[src/rtl/mem_port_arbiter_pkg.sv]
// Shared definitions for the instruction/data memory-port arbiter:
// default bus widths, FSM state encoding and the conflict counter ceiling.
package mem_port_arbiter_pkg;

    localparam int AW_DEFAULT = 32;
    localparam int DW_DEFAULT = 32;

    localparam logic [1:0] ST_IDLE    = 2'd0;
    localparam logic [1:0] ST_IF_BUSY = 2'd1;
    localparam logic [1:0] ST_DM_BUSY = 2'd2;

    localparam logic [15:0] CNT_MAX = 16'hFFFF;

endpackage

[src/rtl/mem_port_arbiter_sat_counter16.sv]
// 16-bit saturating event counter with synchronous clear; holds at CNT_MAX
// instead of wrapping so a long-running stall never reads back as small.
module sat_counter16
    import mem_port_arbiter_pkg::*;
(
    input  logic        clk,
    input  logic        rst,
    input  logic        en_i,
    input  logic        clr_i,
    output logic [15:0] cnt_o
);

    logic [15:0] cnt_q;
    logic [15:0] cnt_d;

    // Next count: clear wins, otherwise step until the ceiling is reached.
    always_comb begin
        cnt_d = cnt_q;
        if (clr_i) begin
            cnt_d = '0;
        end else if (en_i && (cnt_q != CNT_MAX)) begin
            cnt_d = cnt_q + 16'd1;
        end
    end

    // Count register.
    // NOTE: sequential state uses non-blocking assignments so every flop samples pre-edge values.
    always_ff @(posedge clk or posedge rst) begin
        if (rst) begin
            cnt_q <= '0;
        end else begin
            cnt_q <= cnt_d;
        end
    end

    assign cnt_o = cnt_q;

endmodule

[src/rtl/mem_port_arbiter.sv]
// Arbitrates a single-port memory between instruction fetch and data access.
// Data has fixed priority; each access holds the port until mem_ready, then
// the FSM returns to IDLE for one cycle while the matching done pulses.
module mem_port_arbiter
    import mem_port_arbiter_pkg::*;
#(
    parameter int AW = AW_DEFAULT,
    parameter int DW = DW_DEFAULT
) (
    input  logic          clk,
    input  logic          rst,
    input  logic          if_req,
    input  logic [AW-1:0] if_addr,
    input  logic          if_kill,
    output logic          if_done,
    output logic [DW-1:0] if_rdata,
    input  logic          dm_req,
    input  logic          dm_we,
    input  logic [AW-1:0] dm_addr,
    input  logic [DW-1:0] dm_wdata,
    output logic          dm_done,
    output logic [DW-1:0] dm_rdata,
    output logic          mem_req,
    output logic          mem_we,
    output logic [AW-1:0] mem_addr,
    output logic [DW-1:0] mem_wdata,
    input  logic [DW-1:0] mem_rdata,
    input  logic          mem_ready,
    output logic [15:0]   conflict_cnt
);

    logic [1:0]    state_q,     state_d;
    logic          mem_we_q,    mem_we_d;
    logic [AW-1:0] mem_addr_q,  mem_addr_d;
    logic [DW-1:0] mem_wdata_q, mem_wdata_d;
    logic          if_done_q,   if_done_d;
    logic          dm_done_q,   dm_done_d;
    logic [DW-1:0] if_rdata_q,  if_rdata_d;
    logic [DW-1:0] dm_rdata_q,  dm_rdata_d;
    logic          kill_q,      kill_d;

    logic dm_elig;
    logic if_elig;
    logic cnt_en;

    // A requester whose done is high this cycle is still holding req; mask it
    // so the finished access is not issued a second time.
    assign dm_elig = dm_req && !dm_done_q;
    assign if_elig = if_req && !if_kill && !if_done_q;

    // Fetch is counted as blocked while data owns the port, or when data
    // wins the grant over a pending fetch.
    assign cnt_en = (if_req && !if_kill && (state_q == ST_DM_BUSY)) ||
                    ((state_q == ST_IDLE) && dm_elig && if_req);

    // FSM next state, grant latching and completion capture.
    // NOTE: every variable gets a default first so no path leaves one unassigned (no latch).
    always_comb begin
        state_d     = state_q;
        mem_we_d    = mem_we_q;
        mem_addr_d  = mem_addr_q;
        mem_wdata_d = mem_wdata_q;
        if_rdata_d  = if_rdata_q;
        dm_rdata_d  = dm_rdata_q;
        kill_d      = kill_q;
        if_done_d   = 1'b0;
        dm_done_d   = 1'b0;

        case (state_q)
            ST_IDLE: begin
                kill_d = 1'b0;
                if (dm_elig) begin
                    state_d     = ST_DM_BUSY;
                    mem_addr_d  = dm_addr;
                    mem_we_d    = dm_we;
                    mem_wdata_d = dm_wdata;
                end else if (if_elig) begin
                    state_d     = ST_IF_BUSY;
                    mem_addr_d  = if_addr;
                    mem_we_d    = 1'b0;
                    mem_wdata_d = '0;
                end
            end
            ST_IF_BUSY: begin
                if (mem_ready) begin
                    state_d = ST_IDLE;
                    kill_d  = 1'b0;
                    // A redirect arriving in the completion cycle also discards the data.
                    if (!kill_q && !if_kill) begin
                        if_done_d  = 1'b1;
                        if_rdata_d = mem_rdata;
                    end
                end else begin
                    kill_d = kill_q || if_kill;
                end
            end
            ST_DM_BUSY: begin
                if (mem_ready) begin
                    state_d   = ST_IDLE;
                    dm_done_d = 1'b1;
                    if (!mem_we_q) begin
                        dm_rdata_d = mem_rdata;
                    end
                end
            end
            default: begin
                state_d = ST_IDLE;
            end
        endcase
    end

    // State and output registers; reset abandons any access in flight.
    always_ff @(posedge clk or posedge rst) begin
        if (rst) begin
            state_q     <= ST_IDLE;
            mem_we_q    <= 1'b0;
            mem_addr_q  <= '0;
            mem_wdata_q <= '0;
            if_done_q   <= 1'b0;
            dm_done_q   <= 1'b0;
            if_rdata_q  <= '0;
            dm_rdata_q  <= '0;
            kill_q      <= 1'b0;
        end else begin
            state_q     <= state_d;
            mem_we_q    <= mem_we_d;
            mem_addr_q  <= mem_addr_d;
            mem_wdata_q <= mem_wdata_d;
            if_done_q   <= if_done_d;
            dm_done_q   <= dm_done_d;
            if_rdata_q  <= if_rdata_d;
            dm_rdata_q  <= dm_rdata_d;
            kill_q      <= kill_d;
        end
    end

    sat_counter16 u_conflict_cnt (
        .clk   (clk),
        .rst   (rst),
        .en_i  (cnt_en),
        .clr_i (1'b0),
        .cnt_o (conflict_cnt)
    );

    assign mem_req   = (state_q == ST_IF_BUSY) || (state_q == ST_DM_BUSY);
    assign mem_we    = mem_we_q;
    assign mem_addr  = mem_addr_q;
    assign mem_wdata = mem_wdata_q;
    assign if_done   = if_done_q;
    assign dm_done   = dm_done_q;
    assign if_rdata  = if_rdata_q;
    assign dm_rdata  = dm_rdata_q;

endmodule
[config.mk]
export PLATFORM = sky130hd
export DESIGN_NAME = mem_port_arbiter
export DESIGN_NICKNAME = d
export VERILOG_FILES = /design/src/rtl/mem_port_arbiter_pkg.sv /design/src/rtl/mem_port_arbiter_sat_counter16.sv /design/src/rtl/mem_port_arbiter.sv
export SDC_FILE = /design/constraint.sdc
export NUM_CORES = 1
export LEC_CHECK = 0
export BUFFER_PORTS_ARGS = -buffer_cell sky130_fd_sc_hd__clkbuf_2
export CORE_MARGIN = 1
export CORE_UTILIZATION = 47
export DETAILED_ROUTE_END_ITERATION = 10
export GPL_TIMING_DRIVEN = 0
export PLACE_DENSITY_LB_ADDON = 0.12
export SYNTH_ARGS = -nofsm -noshare
export SYNTH_HDL_FRONTEND = slang
export SYNTH_SLANG_ARGS = --single-unit
[constraint.sdc]
create_clock -name clk -period 5.25 [get_ports clk]
set_input_delay 0.7875 -clock clk [delete_from_list [all_inputs] [get_ports clk]]
set_output_delay 0.7875 -clock clk [all_outputs]
set_load 0.03 [all_outputs]
=== Word level (Yosys, flattened, before mapping) ===
Cells that the tools add are included.

* Add/subtract/negate cells: 1
* Multiply operators: 0
* Div/mod/pow operators: 0
* Magnitude comparators: 0
* Eq/ne operators: 5
* Shift-type cells: 0
* Mux-type cells: 17
* Bitwise gates (word level): 1
* Reductions and logical operators: 23

{| class="wikitable"
|+ Operators by type and width
! kind !! number
|-
| two-way mux 32 bit || 4
|-
| adder 16 x 1 -> 16 bit, second input constant || 1
|-
| inequality test 16 bit, second input constant || 1
|-
| logical AND 1 bit || 8
|-
| two-way mux 1 bit || 8
|-
| two-way mux 2 bit || 3
|-
| AND reduction 3 bit || 2
|-
| logical NOT 1 bit || 4
|-
| one-hot mux 2 bit (2 select lines) || 1
|-
| AND reduction 2 bit || 2
|-
| nonzero test 2 bit || 2
|-
| logical OR 1 bit || 3
|-
| inequality test 3 bit, second input constant || 1
|-
| == test 2 x 1 -> 1 bit, second input constant || 1
|-
| == test 2 bit, second input constant || 1
|-
| logical NOT 2 bit || 1
|-
| inequality test 2 x 1 -> 1 bit, second input constant || 1
|-
| one-hot mux 1 bit (2 select lines) || 1
|-
| OR reduction 2 bit || 1
|-
| NOT 1 bit || 1
|}

* Register bits: 150
* Bits in latches: 0
* RAM bits: 0
* Memory bits (read-only): 0
* Input port bits: 135
* Output and inout port bits: 148
* Memories: 0

=== Longest topological paths before layout ===
Gate-level depths: netlist of run 1.

* Depth after elaboration: 6
* Gate-level depth with buffers: 9

=== By module ===
Synthesis of run 1 repeated with hierarchy kept, for this count alone.

* Cells, all modules: 446
* Area, all modules: 6550.0 µm²

{| class="wikitable"
|+ Modules (own cells, without submodules)
! module !! times used !! cells each !! area each (µm²) !! seq. area each (µm²)
|-
| mem_port_arbiter || 1 || 345 || 5617.9 || 3353.2
|-
| sat_counter16 || 1 || 101 || 932.1 || 400.4
|}

=== Worst setup path after synthesis of run 1 ===
No wires, ideal clock.

* Path kind: input to register
* Start point: input port if_kill
* End point: register if_rdata_q[10] (netlist: if_rdata[10])
* Arrival time: 1.802 ns
* Required time: 5.122 ns
* Setup slack: 3.321 ns
* Cell stages on the path: 5
* Path buffers: 2
* Path through: nor2_1 -> and3_1 -> clkbuf_1 -> buf_2 -> mux2_1

* Longest elaborated chain between the ends: 3

{| class="wikitable"
|+ Ends and longest elaborated chain
! item !! RTL line !! source
|-
| from (decl) || mem_port_arbiter.sv:14 || <nowiki>input logic if_kill,</nowiki>
|-
| logical NOT 1 bit || mem_port_arbiter.sv:89 || <nowiki>if (!kill_q && !if_kill) begin</nowiki>
|-
| logical AND 1 bit || mem_port_arbiter.sv:89 ||
|-
| AND reduction 3 bit (no line) || n/a ||
|-
| to (signal assigned) || mem_port_arbiter.sv:131 || <nowiki>if_rdata_q <= if_rdata_d;</nowiki>
|-
| to (decl) || mem_port_arbiter.sv:38 || <nowiki>logic [DW-1:0] if_rdata_q, if_rdata_d;</nowiki>
|}

Every way passes these cells.
A chain may end at the register's enable or synchronous reset.

=== Final worst setup path of run 1 ===
* Start point: register state_q[1]
* End point: output port mem_req

* Longest elaborated chain between the ends: 2
* Elaborated cells on any way between the ends: 3
* Those cells by class: eq/ne (2); reduce/logical (1)

{| class="wikitable"
|+ Ends and longest elaborated chain
! item !! RTL line !! source
|-
| from (decl) || mem_port_arbiter.sv:32 || <nowiki>logic [1:0] state_q, state_d;</nowiki>
|-
| from (signal assigned) || mem_port_arbiter.sv:125 || <nowiki>state_q <= state_d;</nowiki>
|-
| == test 2 x 1 -> 1 bit or == test 2 bit (tied branches) || mem_port_arbiter.sv:145 || <nowiki>assign mem_req = (state_q == ST_IF_BUSY) || (state_q == ST_DM_BUSY);</nowiki>
|-
| logical OR 1 bit * || mem_port_arbiter.sv:145 ||
|-
| to (decl) || mem_port_arbiter.sv:23 || <nowiki>output logic mem_req,</nowiki>
|}

Mark *: on every way between the ends. The rest lies on a longest branch, timed or not.

==> results of run 1 <==
[synth_stat cells]
library cell	number	share of area, %
o31a_1	1	0.14
nor4_1	1	0.10
nand4_1	5	0.52
dfrtp_1	150	62
xnor2_1	6	0.87
nor3_2	2	0.33
o21ai_0	1	0.083
nand2_1	42	2.6
nand2b_1	3	0.31
o21ai_1	32	2.6
and3_1	6	0.62
buf_2	14	1.2
a22o_1	35	5.1
ha_1	4	0.83
or2_1	1	0.10
and4_1	2	0.29
and3b_1	1	0.14
xor2_1	8	1.2
a21oi_1	1	0.083
and2_1	1	0.10
buf_1	1	0.062
clkbuf_1	7	0.43
nor2_1	8	0.50
o32ai_1	1	0.14
o21ai_2	1	0.14
nor2b_1	2	0.21
buf_4	5	0.62
nor4_4	1	0.35
mux2i_1	32	5.3
inv_1	5	0.31
mux2_1	65	12
nand3_1	3	0.25
nand4_2	1	0.21
nor4_2	1	0.21
[cell families (layout without fill, tap and decap cells)]
family / Yosys count / in the layout
DFF: 150 / 150
AOI/OAI and AO/OA: 72 / 72
and+or+nand+nor: 80 / 80
muxes: 97 / 97
xor gates and xnor gates: 14 / 14
buffers and inverters: 32 / 347
adders and majority gates: 4 / 4
[flip-flops by register name (all words and copies together), names as in the netlist]
| name | cells |
|---|---|
| mem_we | 1 |
| if_rdata | 32 |
| u_conflict_cnt.cnt_o | 16 |
| state_q | 2 |
| if_done | 1 |
| dm_done | 1 |
| kill_q | 1 |
| mem_wdata | 32 |
| dm_rdata | 32 |
| mem_addr | 32 |
[worst max-delay path: stages, from the launching register on]
cell and delay (ns):
dfrtp_1 0.40, inv_1 0.08, ha_1 0.30, clkbuf_2 0.22
[routing by layer]
| layer | part of all wire (%) | global-route usage [%] | vias up |
|---|---|---|---|
| li1 | - | - | 2195 |
| met1 | 40 | 26.7 | 2286 |
| met2 | 50 | 37.6 | 187 |
| met3 | 7.5 | 7.79 | 30 |
| met4 | 2.7 | 11.5 | 0 |
| met5 | 0 | 0 | - |
[stage by stage]
step	utilization, %	hold slack (ns)
5_1_grt	65.9	0.502
4_1_cts	65.9	0.487
2_1_floorplan	-	0.467
3_3_place_gp	61.1	0.468
3_5_place_dp	61.4	0.474
6_report	65.9	0.484
[cell usage in the layout (no fill, tap or decap), types with 2 or more instances in the layout]
| cell type | n |
|---|---|
| nor2b_1 | 2 |
| buf_2 | 14 |
| clkbuf_8 | 5 |
| xor2_1 | 8 |
| and4_1 | 2 |
| buf_4 | 5 |
| xnor2_1 | 6 |
| nand2b_1 | 3 |
| clkbuf_16 | 17 |
| inv_1 | 4 |
| nor2_1 | 8 |
| o21ai_1 | 32 |
| clkinv_2 | 3 |
| ha_1 | 4 |
| mux2i_1 | 32 |
| a22o_1 | 35 |
| nand2_1 | 42 |
| dfrtp_1 | 150 |
| clkbuf_2 | 282 |
| nand3_1 | 3 |
| nor3_2 | 2 |
| clkbuf_1 | 10 |
| and3_1 | 6 |
| mux2_1 | 65 |
| nand4_1 | 5 |
| clkinvlp_4 | 2 |
[power groups by stage]
stage | clock [uW] | sequential (uW) | combinational (uW)
after floorplan | 0 | 2940 | 727
after global placement | 0 | 1940 | 2490
after detailed placement | 0 | 1970 | 2540
after CTS | 1190 | 1960 | 2540
after global routing | 1230 | 2030 | 2670
final | 1170 | 1960 | 2520
[final cells by class]
cell class / instances / area share (%)
plain buffers: 27 / 1.66
clock buffers: 25 / 6.10
clock inverters: 7 / 0.831
inverters: 5 / 0.287
multi-input cells: 267 / 25.9
flip-flops and latches: 150 / 45.3
well taps: 172 / 2.60
repair buffers: 283 / 17.4
[path summary, 6_finish.rpt]
check,cells past startpoint,end,slack (ns)
worst max-delay path,3,mem_req,3.05
worst min-delay path,2,mem_addr[7]$_DFFE_PP0P_,0.48
worst max register to register,8,u_conflict_cnt.cnt_o[5]$_DFFE_PP0P_,3.22
worst min register to register,2,mem_addr[0]$_DFFE_PP0P_,0.48
max in group asynchronous,3,mem_wdata[12]$_DFFE_PP0P_,3.99
min in group clk,2,mem_addr[0]$_DFFE_PP0P_,0.48
==> reports/qor.csv, run 1 <==
stage,metric,value,unit
logic_synthesis,count of cell types in the netlist,34,
sta,Final WS setup,3.05,ns
sta,min Tclk post-route,2.20,ns
global_routing,All-Layer GR Usage,22.8,%
die,die width,115,um
power,Internal,3170,uW
logic_synthesis,mux cell area share after synthesis,17.4,%
final_layout,"Design Area, Final",0.00829,sq mm
clock_network,CTS buffer count,17,
logic_synthesis,simple-gate area share of the yosys netlist,6.84,%
clock_network,post-CTS resize count,0,
placed_design,IO buf count,282,
setup_path,Worst Setup SP,state_q[1]$_DFFE_PP0P_,
final_layout,Final Non-Filler Cells,936,
detailed_routing,Routed Antenna Nets,0,
clock_network,clock sinks,150,
clock_network,clock-pin slew on the worst setup and hold paths,0.06,ns
global_routing,GRT overflow,0,
placed_design,final estimated routing congestion in global placement,0.766,
die,Initial Util,48.2,%
placed_design,Placed Area,0.00771,sq mm
setup_path,crit-path max FO,4,
flow_run,max_cap viols,0,
logic_synthesis,Synth Cell Area,0.00605,sq mm
power,Clk pwr share,20.7,%
power,"Power, Total",5640,uW
sta,Worst Skew,0.0105,ns
run_status,status,completed,
clock_network,setup repair bufs after CTS,0,
die,Core ar.,0.0126,sq mm
logic_synthesis,Synth Area in Compound Gates,8.31,%
logic_synthesis,Synth Register Bits,150,
sta,Final period util,41.9,%
min_path,worst min path class,in2async,
die,die area,0.0133,sq mm
sta,Worst Tran Pin Value,0.715,ns
logic_synthesis,Syn Nets,588,
power,switching power,2470,uW
clock_network,H-tree Lvls,4,
die,io pins,283,
detailed_routing,drt first pass iters,6,
detailed_routing,wire per inst,16.1,um
logic_synthesis,Synth Warn #,0,
final_layout,Seq. cell area,0.00375,sq mm
logic_synthesis,XOR/XNOR Fraction of Synth Area,2.03,%
final_layout,fillers,1021,
clock_network,cts hold-fix bufs,0,
global_routing,largest net degree at the start of global routing,77,
power,peak supply drop,411,uV
detailed_routing,vias per cell,5.02,
clock_network,clock latency on the worst-skew pair,0.42,ns
global_routing,vias in the first global route,4743,
sta,Rel. slew slack,52.3,%
clock_network,Root Driver,clkbuf_16,
sta,Final setup viols,0,
sta,setup_tns,0,ns
detailed_routing,# DRC,0,
final_layout,fraction of layout cells with a size suffix above 1,44.2,%
clock_network,Clock Tree Buf Depth,2,
setup_path,Critical R2R Launch,state_q[1]$_DFFE_PP0P_,
sta,RSZ-0062 raised after global routing,no,
setup_path,Crit Path Category,reg2out,
detailed_routing,vias post-DR,4698,
placed_design,pre-CTS WS,2.89,ns
power,net switching fraction of the power,43.8,%
global_routing,initial antenna violation count,0,
sta,Final Hold Viols,0,
die,Die Height,115,um
placed_design,placed insts,904,
power,combinational power share,44.6,%
sta,Max Clk Rate,0.455,GHz
global_routing,first-pass GRT wire length,22800,um
power,Leak,0.00444,uW
detailed_routing,final wirelength,15100,um
final_layout,multi-input combinational cell area,0.00214,sq mm
logic_synthesis,syn avg cell area,13.5,sq um
sta,Slew Limit Fails,0,
power,pwr dens,681,mW/mm^2
logic_synthesis,adder-cell area share of the yosys netlist,0.827,%
final_layout,Syn-to-layout area delta,36.9,%
logic_synthesis,"Seq/Total Area, Yosys",62.0,%
placed_design,DP Wirelength,11400,um
setup_path,Critical Path Start Type,flop,
logic_synthesis,largest family of logic cells by synthesized area,multiplexers,
setup_path,Critical Path End Type,primary output,
logic_synthesis,Synth Instances,449,
final_layout,fin nets,890,
setup_path,Worst EP required,4.46,ns
clock_network,CTS tree,built,
detailed_routing,Initial DRC Count,242,
die,site row count,41,
setup_path,Worst Path Arrival,1.41,ns
power,sequential fraction of design power,34.7,%
final_layout,diodes inserted,0,
Note: power is estimated with default switching activity, not from simulation.
==> run 2: changes to the inputs <==
Settings changed: ABC_AREA set to 1, CORE_UTILIZATION 47 to 43.
Clock period 5.25 ns to 1.8 ns, I/O delays scaled along.
==> reports/qor.csv, run 2 <==
stage,metric,value,unit,change
run_status,status,completed,,
power,net switching fraction of the power,46.3,%,+2.6 points
setup_path,Critical R2R Launch,u_conflict_cnt.cnt_o[0]$_DFFE_PP0P_,,
logic_synthesis,Synth top area share,58.8,%,-3.2 points
setup_path,Worst EP required,2.11,ns,-2.35 ns
setup_path,slowest cell on the critical path,dfrtp_1,,
setup_path,Crit Path Category,reg2reg,,
power,combinational power share,45.5,%,+0.9 points
global_routing,first-pass GRT wire length,26600,um,+16%
logic_synthesis,adder-cell area share of the yosys netlist,0.784,%,-0.043 points
logic_synthesis,Synth Instances,704,,+57%
sta,min Tclk post-route,1.66,ns,
die,Core ar.,0.0145,sq mm,+16%
clock_network,CTS tree,built,,
logic_synthesis,most frequent cell after synthesis,nand2_1,,
placed_design,DP Wirelength,12800,um,+12%
final_layout,multi-input combinational cell area,0.00226,sq mm,+5.7%
final_layout,Final Non-Filler Cells,1211,,+29%
die,io pins,283,,unchanged
die,Die Height,124,um,+7.2%
sta,RSZ-0062 raised after global routing,no,,
sta,Final setup viols,0,,unchanged
detailed_routing,vias post-DR,5751,,+22%
clock_network,clock-pin slew on the worst setup and hold paths,0.06,ns,about the same
setup_path,FF-to-FF path depth,9,,+1
setup_path,cell mode on critical path,nand2_1,,
power,"Power, Total",16500,uW,+190%
detailed_routing,# DRC,0,,unchanged
logic_synthesis,ys async rst share,100,%,unchanged
detailed_routing,Routed Antenna Nets,0,,unchanged
clock_network,clock latency on the worst-skew pair,0.42,ns,about the same
logic_synthesis,simple-gate area share of the yosys netlist,17.4,%,+11 points
logic_synthesis,mux cell area share after synthesis,5.02,%,-12 points
setup_path,reg2reg end,u_conflict_cnt.cnt_o[0]$_DFFE_PP0P_,,
die,Initial Util,43.9,%,-4.2 points
setup_path,crit-path max FO,10,,+6
placed_design,IO buf count,282,,unchanged
die,die area,0.0153,sq mm,+15%
global_routing,GRT overflow,0,,unchanged
setup_path,"delay-heaviest family, CP",flip-flops,,
detailed_routing,vias per cell,4.75,,-5.4%
logic_synthesis,Synth Cell Area,0.00638,sq mm,+5.5%
logic_synthesis,XOR/XNOR Fraction of Synth Area,0.961,%,-1.1 points
final_layout,most frequent cells in the layout,"293 x clkbuf_2, 204 x nand2_1, 150 x dfrtp_1",,
setup_path,Worst Path Arrival,1.97,ns,+0.56 ns
logic_synthesis,Syn Nets,843,,+43%
final_layout,fraction of layout cells with a size suffix above 1,35.3,%,-8.9 points
sta,Max Clk Rate,0.603,GHz,
power,switching power,7640,uW,+210%
logic_synthesis,syn avg cell area,9.07,sq um,-33%
final_layout,"most common cell after layout, fill and taps aside",clkbuf_2,,
final_layout,Syn-to-layout area delta,37.2,%,
final_layout,fillers,1331,,+30%
min_path,hold depth,3,,
min_path,hold_sp,dm_wdata[26],,
power,Internal,8850,uW,+180%
final_layout,Seq. cell area,0.00375,sq mm,unchanged
logic_synthesis,top_reg_cell synth,dfrtp_1,,
min_path,worst min path class,in2reg,,
detailed_routing,drt first pass iters,4,,-2
detailed_routing,wire per inst,14.0,um,-13%
power,Clk pwr share,20.8,%,about the same
sta,Worst Skew,0.00901,ns,-0.00153 ns
final_layout,diodes inserted,0,,unchanged
sta,Rel. slew slack,73.7,%,+21 points
clock_network,H-tree Lvls,4,,unchanged
final_layout,fin nets,1153,,+30%
logic_synthesis,"Seq/Total Area, Yosys",58.8,%,-3.2 points
placed_design,placed insts,1174,,+30%
detailed_routing,Initial DRC Count,240,,-0.83%
logic_synthesis,"area leader, netlist",dfrtp_1,,
die,die width,124,um,+7.2%
setup_path,CP Cell Sequence,"ha_2, inv_1, nor2_2, nand2_2, o21ai_4, inv_4, buf_6, nand2_1, nand2_1",,
logic_synthesis,Synth Register Bits,150,,unchanged
sta,Slew Limit Fails,0,,unchanged
global_routing,initial antenna violation count,0,,unchanged
clock_network,clock sinks,150,,unchanged
logic_synthesis,most common library cells after synthesis,"207 x nand2_1, 150 x dfrtp_1, 102 x o21ai_0",,
flow_run,max_cap viols,0,,unchanged
setup_path,CP max stage delay,0.44,ns,+0.04 ns
power,peak supply drop,825,uV,+100%
clock_network,Root Driver,clkbuf_16,,
sta,Final Hold Viols,0,,unchanged
global_routing,All-Layer GR Usage,22.6,%,-0.19 points
clock_network,Clock Tree Buf Depth,2,,unchanged
detailed_routing,final wirelength,17000,um,+12%
logic_synthesis,count of cell types in the netlist,24,,-29%
final_layout,Final Util,60.3,%,-5.7 points
sta,Worst Tran Pin Value,0.394,ns,-0.321 ns
placed_design,final estimated routing congestion in global placement,0.783,,+2.2%
global_routing,largest net degree at the start of global routing,39,,-49%
setup_path,reg2reg setup slack,0.14,ns,-3.08 ns
logic_synthesis,Synth Area in Compound Gates,11.0,%,+2.7 points
min_path,Worst Hold End,mem_wdata[26]$_DFFE_PP0P_,,
power,Leak,0.00481,uW,+8.3%
logic_synthesis,Synth area leaders,"dfrtp_1 59%, nand2_1 12%, o21ai_0 8.0%, mux2i_1 5.0%, inv_1 3.2%",,
sta,Final period util,92.1,%,
power,sequential fraction of design power,33.7,%,-1.0 points
setup_path,Buf/Inv on CP,3,,+1
setup_path,Critical Path Start Type,flop,,
logic_synthesis,number of enable flip-flop cells after synthesis,0,,unchanged
clock_network,CTS buffer count,17,,unchanged
setup_path,Critical Path End Type,flop,,
global_routing,vias in the first global route,5413,,+14%
die,site row count,44,,+7.3%
power,pwr dens,1880,mW/mm^2,+180%
logic_synthesis,Synth Warn #,0,,unchanged
logic_synthesis,largest family of logic cells by synthesized area,simple AND/OR/NAND/NOR gates,,
==> run 2: stage by stage <==
step	setup TNS, ns	setup WS (ns)	instance area, sq um	hold WS (ns)
4_1_cts	0	0.00146	8690	0.0382
2_1_floorplan	-53.85	-0.359	6390	0.369
6_report	0	0.142	8760	0.0513
5_1_grt	0	0.00432	8760	0.0556
3_3_place_gp	-208.09	-1.39	8030	0.467
3_5_place_dp	-0.0346	-0.0170	8110	0.238
==> run 2: worst max-delay path by stage <==
stage	from	endpoint	slack, ns	depth (start not counted)
2_1_floorplan	rst	dm_done$_DFF_PP0_	-0.36	1
3_3_place_gp	rst	mem_wdata[22]$_DFFE_PP0P_	-1.39	2
3_5_place_dp	u_conflict_cnt.cnt_o[0]$_DFFE_PP0P_	u_conflict_cnt.cnt_o[0]$_DFFE_PP0P_	-0.02	9
4_1_cts	u_conflict_cnt.cnt_o[0]$_DFFE_PP0P_	u_conflict_cnt.cnt_o[0]$_DFFE_PP0P_	0.001	9
5_1_grt	dm_done$_DFF_PP0_	mem_addr[1]$_DFFE_PP0P_	0.004	9
6_report	u_conflict_cnt.cnt_o[0]$_DFFE_PP0P_	u_conflict_cnt.cnt_o[0]$_DFFE_PP0P_	0.14	9
==> run 2: area by class of cell <==
class | instances | area share, %
flip-flops and latches | 150 | 42.9
multi-input cells | 463 | 25.9
repair buffers | 291 | 17.5
clock buffers | 17 | 4.86
well taps | 184 | 2.63
inverters | 57 | 2.51
plain buffers | 34 | 2.13
clock inverters | 15 | 1.69
==> run 2: kinds of logic after synthesis <==
family / after synthesis
simple gates: 283
buf+inv: 91
flops: 150
fa+ha+maj: 4
compound gates: 137
mux: 32
xor+xnor: 7
==> run 2: metal layers <==
layer	vias up	track usage, %	wire, um
li1	2873	-	-
met1	2659	28.5	7370
met2	194	36.5	8000
met3	25	6.82	1300
met4	0	8.81	327
met5	-	0	0
==> run 2: worst reg2reg max path: cells and delay by family, from the launching register on <==
family	cells	cell delay [ns]
DFF	1	0.44
and+or+nand+nor	4	0.33
adders and majority gates	1	0.27
buffers and inverters	3	0.26
AOI/OAI and AO/OA	1	0.25
==> run 2: power groups by stage <==
stage               logic, uW  clock network, uW  registers, uW
floorplan                2320                  0           8320
global placement         7380                  0           5580
detailed placement       7510                  0           5600
CTS                      7520               3480           5570
global route             8210               3620           5770
finish                   7510               3430           5560
==> run 2: what timing repair did <==
action                     CTS  global route
setup endpoints to repair   10           107
hold endpoints to repair    11             0
resized for setup            1            28
gates cloned                 0             0
pin swaps                    1             1
hold buffers                 1             0
setup buffers                0             4
